## src/rtl/hazard_unit.sv

```systemverilog
// hazard_unit: forwarding, load-use/DIV stalls, flushes and divider handshake for the 5-stage pipe.
// Optional HAZARD_PERF_EN adds saturating StallCount/FlushCount performance counters.
module hazard_unit #(
  parameter int DIV_LATENCY = 4
) (
  input  logic       clk,
  input  logic       reset,
  input  logic [3:0] RA1D,
  input  logic [3:0] RA2D,
  input  logic [3:0] RA1E,
  input  logic [3:0] RA2E,
  input  logic [3:0] WA3E,
  input  logic [3:0] WA3M,
  input  logic [3:0] WA3W,
  input  logic       RegWriteM,
  input  logic       RegWriteW,
  input  logic       MemtoRegE,
  input  logic       PCWrPendingF,
  input  logic       BranchTakenE,
  input  logic       PCSrcW,
  input  logic       ValidE,
  input  logic [2:0] ALUControlE,
  output logic [1:0] ForwardAE,
  output logic [1:0] ForwardBE,
  output logic       StallF,
  output logic       StallD,
  output logic       StallE,
  output logic       FlushD,
  output logic       FlushE,
  output logic       FlushM,
  output logic       DivStartE,
  output logic       DivDoneE,
  output logic [15:0] StallCount,
  output logic [15:0] FlushCount
);
  logic [3:0] cnt;
  logic       ldStall, divReq, divLast, divStall;
  always_comb begin
    ForwardAE = (RegWriteM && RA1E == WA3M) ? 2'b10 : (RegWriteW && RA1E == WA3W) ? 2'b01 : 2'b00;
    ForwardBE = (RegWriteM && RA2E == WA3M) ? 2'b10 : (RegWriteW && RA2E == WA3W) ? 2'b01 : 2'b00;
    ldStall   = MemtoRegE && (RA1D == WA3E || RA2D == WA3E);
    divReq    = ValidE && (ALUControlE == 3'b011 || ALUControlE == 3'b100);
    divLast   = cnt == 4'(DIV_LATENCY - 1);
    divStall  = divReq && !divLast;
    DivStartE = divReq && cnt == 4'd0;
    DivDoneE  = divReq && divLast;
    StallF    = ldStall || PCWrPendingF || divStall;
    StallD    = ldStall || divStall;
    StallE    = divStall;
    FlushM    = divStall;
    FlushD    = PCWrPendingF || PCSrcW || BranchTakenE;
    FlushE    = (ldStall || BranchTakenE) && !divStall;
  end
  // cnt counts cycles the op has sat in Execute; it falls back to 0 on the departure edge
  always_ff @(posedge clk or posedge reset)
    if (reset) cnt <= 4'd0;
    else       cnt <= divStall ? cnt + 4'd1 : 4'd0;
`ifdef HAZARD_PERF_EN
  always_ff @(posedge clk or posedge reset)
    if (reset) begin
      StallCount <= 16'd0;
      FlushCount <= 16'd0;
    end else begin
      if (StallD && StallCount != 16'hFFFF) StallCount <= StallCount + 16'd1;
      if ((FlushD || FlushE) && FlushCount != 16'hFFFF) FlushCount <= FlushCount + 16'd1;
    end
`else
  assign StallCount = 16'd0;
  assign FlushCount = 16'd0;
`endif
endmodule

```

## config.mk

```make
export PLATFORM = sky130hd
export DESIGN_NAME = hazard_unit
export DESIGN_NICKNAME = d
export VERILOG_FILES = /design/src/rtl/hazard_unit.sv
export SDC_FILE = /design/constraint.sdc
export NUM_CORES = 1
export LEC_CHECK = 0
export BUFFER_PORTS_ARGS = -buffer_cell sky130_fd_sc_hd__buf_2
export CAP_MARGIN = 30
export CORE_ASPECT_RATIO = 1.4
export CORE_MARGIN = 1
export CORE_UTILIZATION = 35
export DETAILED_ROUTE_END_ITERATION = 6
export GPL_TIMING_DRIVEN = 0
export PLACE_DENSITY_LB_ADDON = 0.12
export SYNTH_ARGS = -nofsm -noshare
export SYNTH_HDL_FRONTEND = slang
export SYNTH_SLANG_ARGS = --single-unit
```

## constraint.sdc

```tcl
create_clock -name clk -period 2 [get_ports clk]
set_input_delay 0.6 -clock clk [delete_from_list [all_inputs] [get_ports clk]]
set_output_delay 0.6 -clock clk [all_outputs]
set_load 0.05 [all_outputs]
```

## Word level (Yosys, flattened, before mapping)

Cells that the tools add are included.

- Register bits: 4
- Input port bits: 40
- Output and inout port bits: 44
- Word-level logic and storage cells: 37

- Add/sub/neg operators: 1
- Eq/ne operators: 9
- Mux-type cells: 5
- Reduce and logical (&&, ||, !) cells: 21

Operator list:

| cell | count |
|---|---|
| 4-bit equality test | 6 |
| 1-bit logical AND | 10 |
| 1-bit logical OR | 8 |
| 4-bit by 1-bit adder with 4-bit output (second input constant) | 1 |
| 4-bit by 2-bit equality test with 1-bit output (second input constant) | 1 |
| 4-bit logical NOT | 1 |
| 2-bit 2-to-1 mux | 2 |
| 4-bit 2-to-1 mux | 1 |
| 3-bit by 2-bit equality test with 1-bit output (second input constant) | 1 |
| 3-bit equality test (second input constant) | 1 |
| 1-bit logical NOT | 2 |
| 1-bit 2-to-1 mux | 2 |

## Depth between registers and ports, before layout

- Depth in word-level cells: 6
- Depth in mapped cells: 5
- Gate-level depth less buffers: 5

## Worst setup path after synthesis

Ideal clock, no wire load.

- Kind: input port to output port
- Start: input port WA3M[2]
- End: output port ForwardAE[0]
- Data arrival time: 3.048 ns
- Required time: 1.400 ns
- Slack: -1.648 ns
- Stages on the path: 3
- Path buffers: 0
- Path through: xor2_1 nor4_1 nor2_1

- Word-level cells in the longest chain between the ends: 3

Ends and longest elaborated chain:

| what | line | source |
|---|---|---|
| from (decl) | 13 | `input logic [3:0] WA3M,` |
| 4-bit equality test | 39 | `ForwardAE = (RegWriteM && RA1E == WA3M) ? 2'b10 : (RegWriteW && RA1E == WA3W) ? 2'b01 : 2'b00;` |
| 1-bit logical AND | 39 |  |
| 2-bit 2-to-1 mux | 39 |  |
| to (decl) | 23 | `output logic [1:0] ForwardAE,` |

No other way between the ends.

## Final worst setup path

- Start: input port WA3M[0]
- End: output port ForwardBE[1]

- Word-level cells in the longest chain between the ends: 3

Ends and longest elaborated chain:

| what | line | source |
|---|---|---|
| 4-bit equality test | 40 | `ForwardBE = (RegWriteM && RA2E == WA3M) ? 2'b10 : (RegWriteW && RA2E == WA3W) ? 2'b01 : 2'b00;` |
| 1-bit logical AND | 40 |  |
| 2-bit 2-to-1 mux | 40 |  |
| to (decl) | 24 | `output logic [1:0] ForwardBE,` |

No other way between the ends.

==> impl_metrics.prom <==
# TYPE chip_impl_metric gauge
chip_impl_info{name="tritoncts",value="built"} 1
chip_impl_metric{name="syn_area_per_cell",unit="um2"} 7.677
chip_impl_metric{name="vias",unit=""} 896
chip_impl_info{name="cp-startpoint",value="WA3M[0]"} 1
chip_impl_metric{name="fin_crit_sh",unit="%"} 112.9
chip_impl_metric{name="wl_per_cell",unit="um"} 9.767
chip_impl_metric{name="fmax",unit="MHz"} 442.9
chip_impl_info{name="r2r-start",value="cnt[0]"} 1
chip_impl_metric{name="clock_sink_count",unit=""} 4
chip_impl_metric{name="floorplan.die.height",unit="um"} 58.24
chip_impl_metric{name="grt_max_degree",unit=""} 5
chip_impl_info{name="hold_path.class",value="input port to asynchronous set/reset pin"} 1
chip_impl_metric{name="timing.critical_path.fanout_max",unit=""} 2
chip_impl_metric{name="fin_setup_tns",unit="ns"} -1.635
chip_impl_metric{name="layout_net_count",unit=""} 237
chip_impl_metric{name="globalRoute.totalOverflow",unit=""} 0
chip_impl_metric{name="grt_pass1_vias",unit=""} 812
chip_impl_metric{name="power",unit="W"} 0.0006151
chip_impl_info{name="worstSetupStartpointType",value="input port"} 1
chip_impl_metric{name="drt_pass1_iterations",unit=""} 4
chip_impl_info{name="critical_path_class",value="input port to primary output"} 1
chip_impl_metric{name="number_of_max_cap_violations",unit=""} 0
chip_impl_metric{name="die_x",unit="um"} 42.17
chip_impl_metric{name="r2r.worst_path.cells",unit=""} 5
chip_impl_info{name="layout_top_registers",value="cnt (4)"} 1
chip_impl_metric{name="clock_power_share",unit="%"} 15.7
chip_impl_metric{name="seq_area_frac_synth",unit="%"} 12.66
chip_impl_info{name="failed_checks",value="setup timing"} 1
chip_impl_metric{name="synth_warnings",unit=""} 0
chip_impl_metric{name="postRouteWirelength",unit="um"} 2100
chip_impl_metric{name="grt_util_all_layers",unit="%"} 16.35
chip_impl_metric{name="post_drt_via_cell_ratio",unit=""} 4.167
chip_impl_metric{name="drt.antenna.violating_nets",unit=""} 0
chip_impl_metric{name="largest_register_ff_count",unit=""} 4
chip_impl_metric{name="fin_ws",unit="ns"} -0.2577
chip_impl_info{name="register_with_the_most_flip_flops",value="cnt"} 1
chip_impl_metric{name="synth.lib_cells_used.distinct",unit=""} 24
chip_impl_metric{name="power.net_switching",unit="W"} 0.0002995
chip_impl_metric{name="placed_cells_incl_taps",unit=""} 207
chip_impl_metric{name="numPortBuffers",unit=""} 51
chip_impl_metric{name="n_antenna_cell",unit=""} 0
chip_impl_metric{name="yosys_register_bits",unit=""} 4
chip_impl_info{name="crit_end",value="ForwardBE[1]"} 1
chip_impl_metric{name="detailed_place_hpwl",unit="um"} 1578
chip_impl_metric{name="power_switching_share",unit="%"} 48.69
chip_impl_info{name="cp_capture_type",value="primary output"} 1
chip_impl_metric{name="core_area",unit="um2"} 2152
chip_impl_metric{name="cts_hold_buf",unit=""} 0
chip_impl_metric{name="mappedNetlistArea",unit="um2"} 790.8
chip_impl_metric{name="postPlaceCellArea",unit="um2"} 1271
chip_impl_metric{name="sequentialPowerShare",unit="%"} 13.6
chip_impl_info{name="run_status",value="complete, but fails checks"} 1
chip_impl_metric{name="final-instance-count-excl-fill",unit=""} 215
chip_impl_metric{name="grt_pass1_wl",unit="um"} 3153
chip_impl_metric{name="flow.area_growth_from_synthesis",unit="%"} 100.8
chip_impl_info{name="rsz0062_at_grt",value="yes"} 1
chip_impl_metric{name="met3_wirelength",unit="um"} 199
chip_impl_metric{name="total_leakage_power",unit="nW"} 0.8564
chip_impl_info{name="cts.root.buffer_cell",value="sky130_fd_sc_hd__clkbuf_4"} 1
chip_impl_metric{name="start_util",unit="%"} 36.74
chip_impl_metric{name="met2_length",unit="um"} 1265
chip_impl_info{name="maxUsedRoutingLayer",value="met4"} 1
chip_impl_metric{name="hold_viol",unit=""} 0
chip_impl_metric{name="drt-met1-wl",unit="um"} 616
chip_impl_metric{name="timing.reg2reg.setup_slack",unit="ns"} 0.82
chip_impl_metric{name="drive_above_1_share",unit="%"} 59.07
chip_impl_metric{name="postLayoutCoreUtil",unit="%"} 73.78
chip_impl_metric{name="cellInternalPower",unit="W"} 0.0003156
chip_impl_metric{name="critPathArrivalTime",unit="ns"} 1.66
chip_impl_metric{name="timing.clock.skew",unit="ns"} 0.001863
chip_impl_metric{name="peakVddDrop",unit="uV"} 265.0
chip_impl_metric{name="drt_first_iter_violations",unit=""} 10
chip_impl_metric{name="syn-instance-count",unit=""} 103
chip_impl_metric{name="cts-root-to-sink-buffers",unit=""} 2
chip_impl_metric{name="cellPowerDensity",unit="nW/um2"} 387.4
chip_impl_metric{name="tritoncts_buffer_count",unit=""} 3
chip_impl_metric{name="report.final.setup_viol",unit=""} 11
chip_impl_metric{name="required",unit="ns"} 1.40
chip_impl_metric{name="rows",unit=""} 20
chip_impl_metric{name="design_area",unit="um2"} 1588
chip_impl_metric{name="num_io_pins",unit=""} 84
chip_impl_metric{name="ctsHtreeMaxLevel",unit=""} 1
chip_impl_info{name="r2r_end",value="cnt[2]"} 1
chip_impl_metric{name="final_max_slew_viol_count",unit=""} 0
chip_impl_metric{name="grt_antenna_before_repair",unit=""} 0
chip_impl_metric{name="clock_latency_of_the_later_clocked_register_in_the_worst_skew_pair",unit="ns"} 0.23
chip_impl_metric{name="power.combinational.fraction",unit="%"} 70.6
chip_impl_metric{name="finalWeightedCongestion",unit=""} 0.6986
chip_impl_metric{name="clock_input_transition_at_the_sequential_cells_of_the_worst_setup_and_hold_paths",unit="ns"} 0.04
chip_impl_metric{name="dieArea",unit="um2"} 2456
chip_impl_metric{name="final.min_clock_period",unit="ns"} 2.258
chip_impl_metric{name="detail_route.drc_violations",unit=""} 0
per-stage QoR:
stage	hold WS (ns)	setup WS, ns
after CTS	0.2411	-0.2593
final	0.2406	-0.2577
after detailed placement	0.4856	-0.3964
after global routing	0.2440	-0.2847
after floorplan	0.3661	-0.4098
after global placement	0.4813	-0.3910
repair_timing:
item / 4_1_cts / 5_1_grt
gates resized for setup: 39 / 25
setup buffers: 3 / 2
endpoints found under the setup margin: 11 / 11
pin swaps: 9 / 14
final cells by class:
type	count	area, um2
plain buffers	33	255.2
clock buffers	3	22.52
fillers	166	564.3
inverters	8	33.78
multi-input cells	89	675.6
flip-flops and latches	4	100.1
well taps	22	27.53
repair buffers	56	473.0
cell usage after synthesis (all sizes together):
library cell | instances | area [um2]
buf | 33 | 247.7
xor2 | 18 | 157.7
inv | 8 | 30.03
nand2 | 5 | 18.77
nor2 | 5 | 18.77
xnor2 | 5 | 43.79
dfrtp | 4 | 100.1
and3 | 3 | 18.77
nand3 | 3 | 15.01
nor4 | 3 | 18.77
ha | 2 | 25.02
nor3 | 2 | 10.01
o21ai | 2 | 10.00
a21oi | 1 | 5.000
a222oi | 1 | 10.01
and2 | 1 | 6.260
conb | 1 | 3.750
nand3b | 1 | 7.510
nand4b | 1 | 8.760
nor4b | 1 | 15.01
o22ai | 1 | 6.260
o31ai | 1 | 7.510
or3 | 1 | 6.260
cell usage in the layout, fill, tap and decap left out, types with 2 or more instances in the layout:
master	n
sky130_fd_sc_hd__nor4_2	2
sky130_fd_sc_hd__ha_1	2
sky130_fd_sc_hd__dfrtp_1	4
sky130_fd_sc_hd__xnor2_1	4
sky130_fd_sc_hd__nor2_4	2
sky130_fd_sc_hd__inv_2	2
sky130_fd_sc_hd__buf_6	18
sky130_fd_sc_hd__conb_1	32
sky130_fd_sc_hd__buf_8	8
sky130_fd_sc_hd__buf_2	27
sky130_fd_sc_hd__nand2_1	3
sky130_fd_sc_hd__nor3_1	2
sky130_fd_sc_hd__nand3_1	3
sky130_fd_sc_hd__nand2_2	2
sky130_fd_sc_hd__xor2_1	14
sky130_fd_sc_hd__buf_4	36
sky130_fd_sc_hd__clkbuf_4	3
sky130_fd_sc_hd__inv_1	5
sky130_fd_sc_hd__and3_4	2
sky130_fd_sc_hd__nor2_1	2
sky130_fd_sc_hd__xor2_2	3
power by group through the flow:
| stage | registers (W) | logic [W] | clock network (W) |
|---|---|---|---|
| floorplan | 0.0000846 | 0.000295 | 0 |
| global placement | 0.0000849 | 0.000364 | 0 |
| detailed placement | 0.0000849 | 0.000367 | 0 |
| CTS | 0.0000839 | 0.000408 | 0.0000993 |
| global route | 0.0000839 | 0.000457 | 0.000109 |
| finish | 0.0000839 | 0.000434 | 0.0000968 |
layer usage:
metal  global-route usage, %  vias to the layer above
li1                        -                      443
met1                   15.55                      394
met2                   32.97                       55
met3                   4.050                        4
met4                   5.357                        0
met5                       0                        -
critical path, stage by stage:
cell	delay [ns]
sky130_fd_sc_hd__buf_6	0.07
sky130_fd_sc_hd__inv_2	0.03
sky130_fd_sc_hd__a222oi_1	0.36
sky130_fd_sc_hd__nor4b_4	0.38
sky130_fd_sc_hd__buf_6	0.21
logic make-up after synthesis:
logic type | count (synthesis) | synth area share, %
adders and majority gates | 2 | 3.164
other | 1 | 0.4742
and+or+nand+nor | 26 | 18.20
AOI/OAI and AO/OA | 6 | 4.904
DFF | 4 | 12.66
xor gates and xnor gates | 23 | 25.47
buffers and inverters | 41 | 35.13
worst min-delay path by stage:
stage	startpoint	to	slack, ns	cells after the start
global placement	reset	cnt[0]	0.48	2
finish	reset	cnt[0]	0.24	2
global route	reset	cnt[1]	0.24	2
floorplan	reset	cnt[0]	0.37	1
CTS	reset	cnt[2]	0.24	2
detailed placement	reset	cnt[2]	0.49	2
Power figures use the tool's default switching activity.
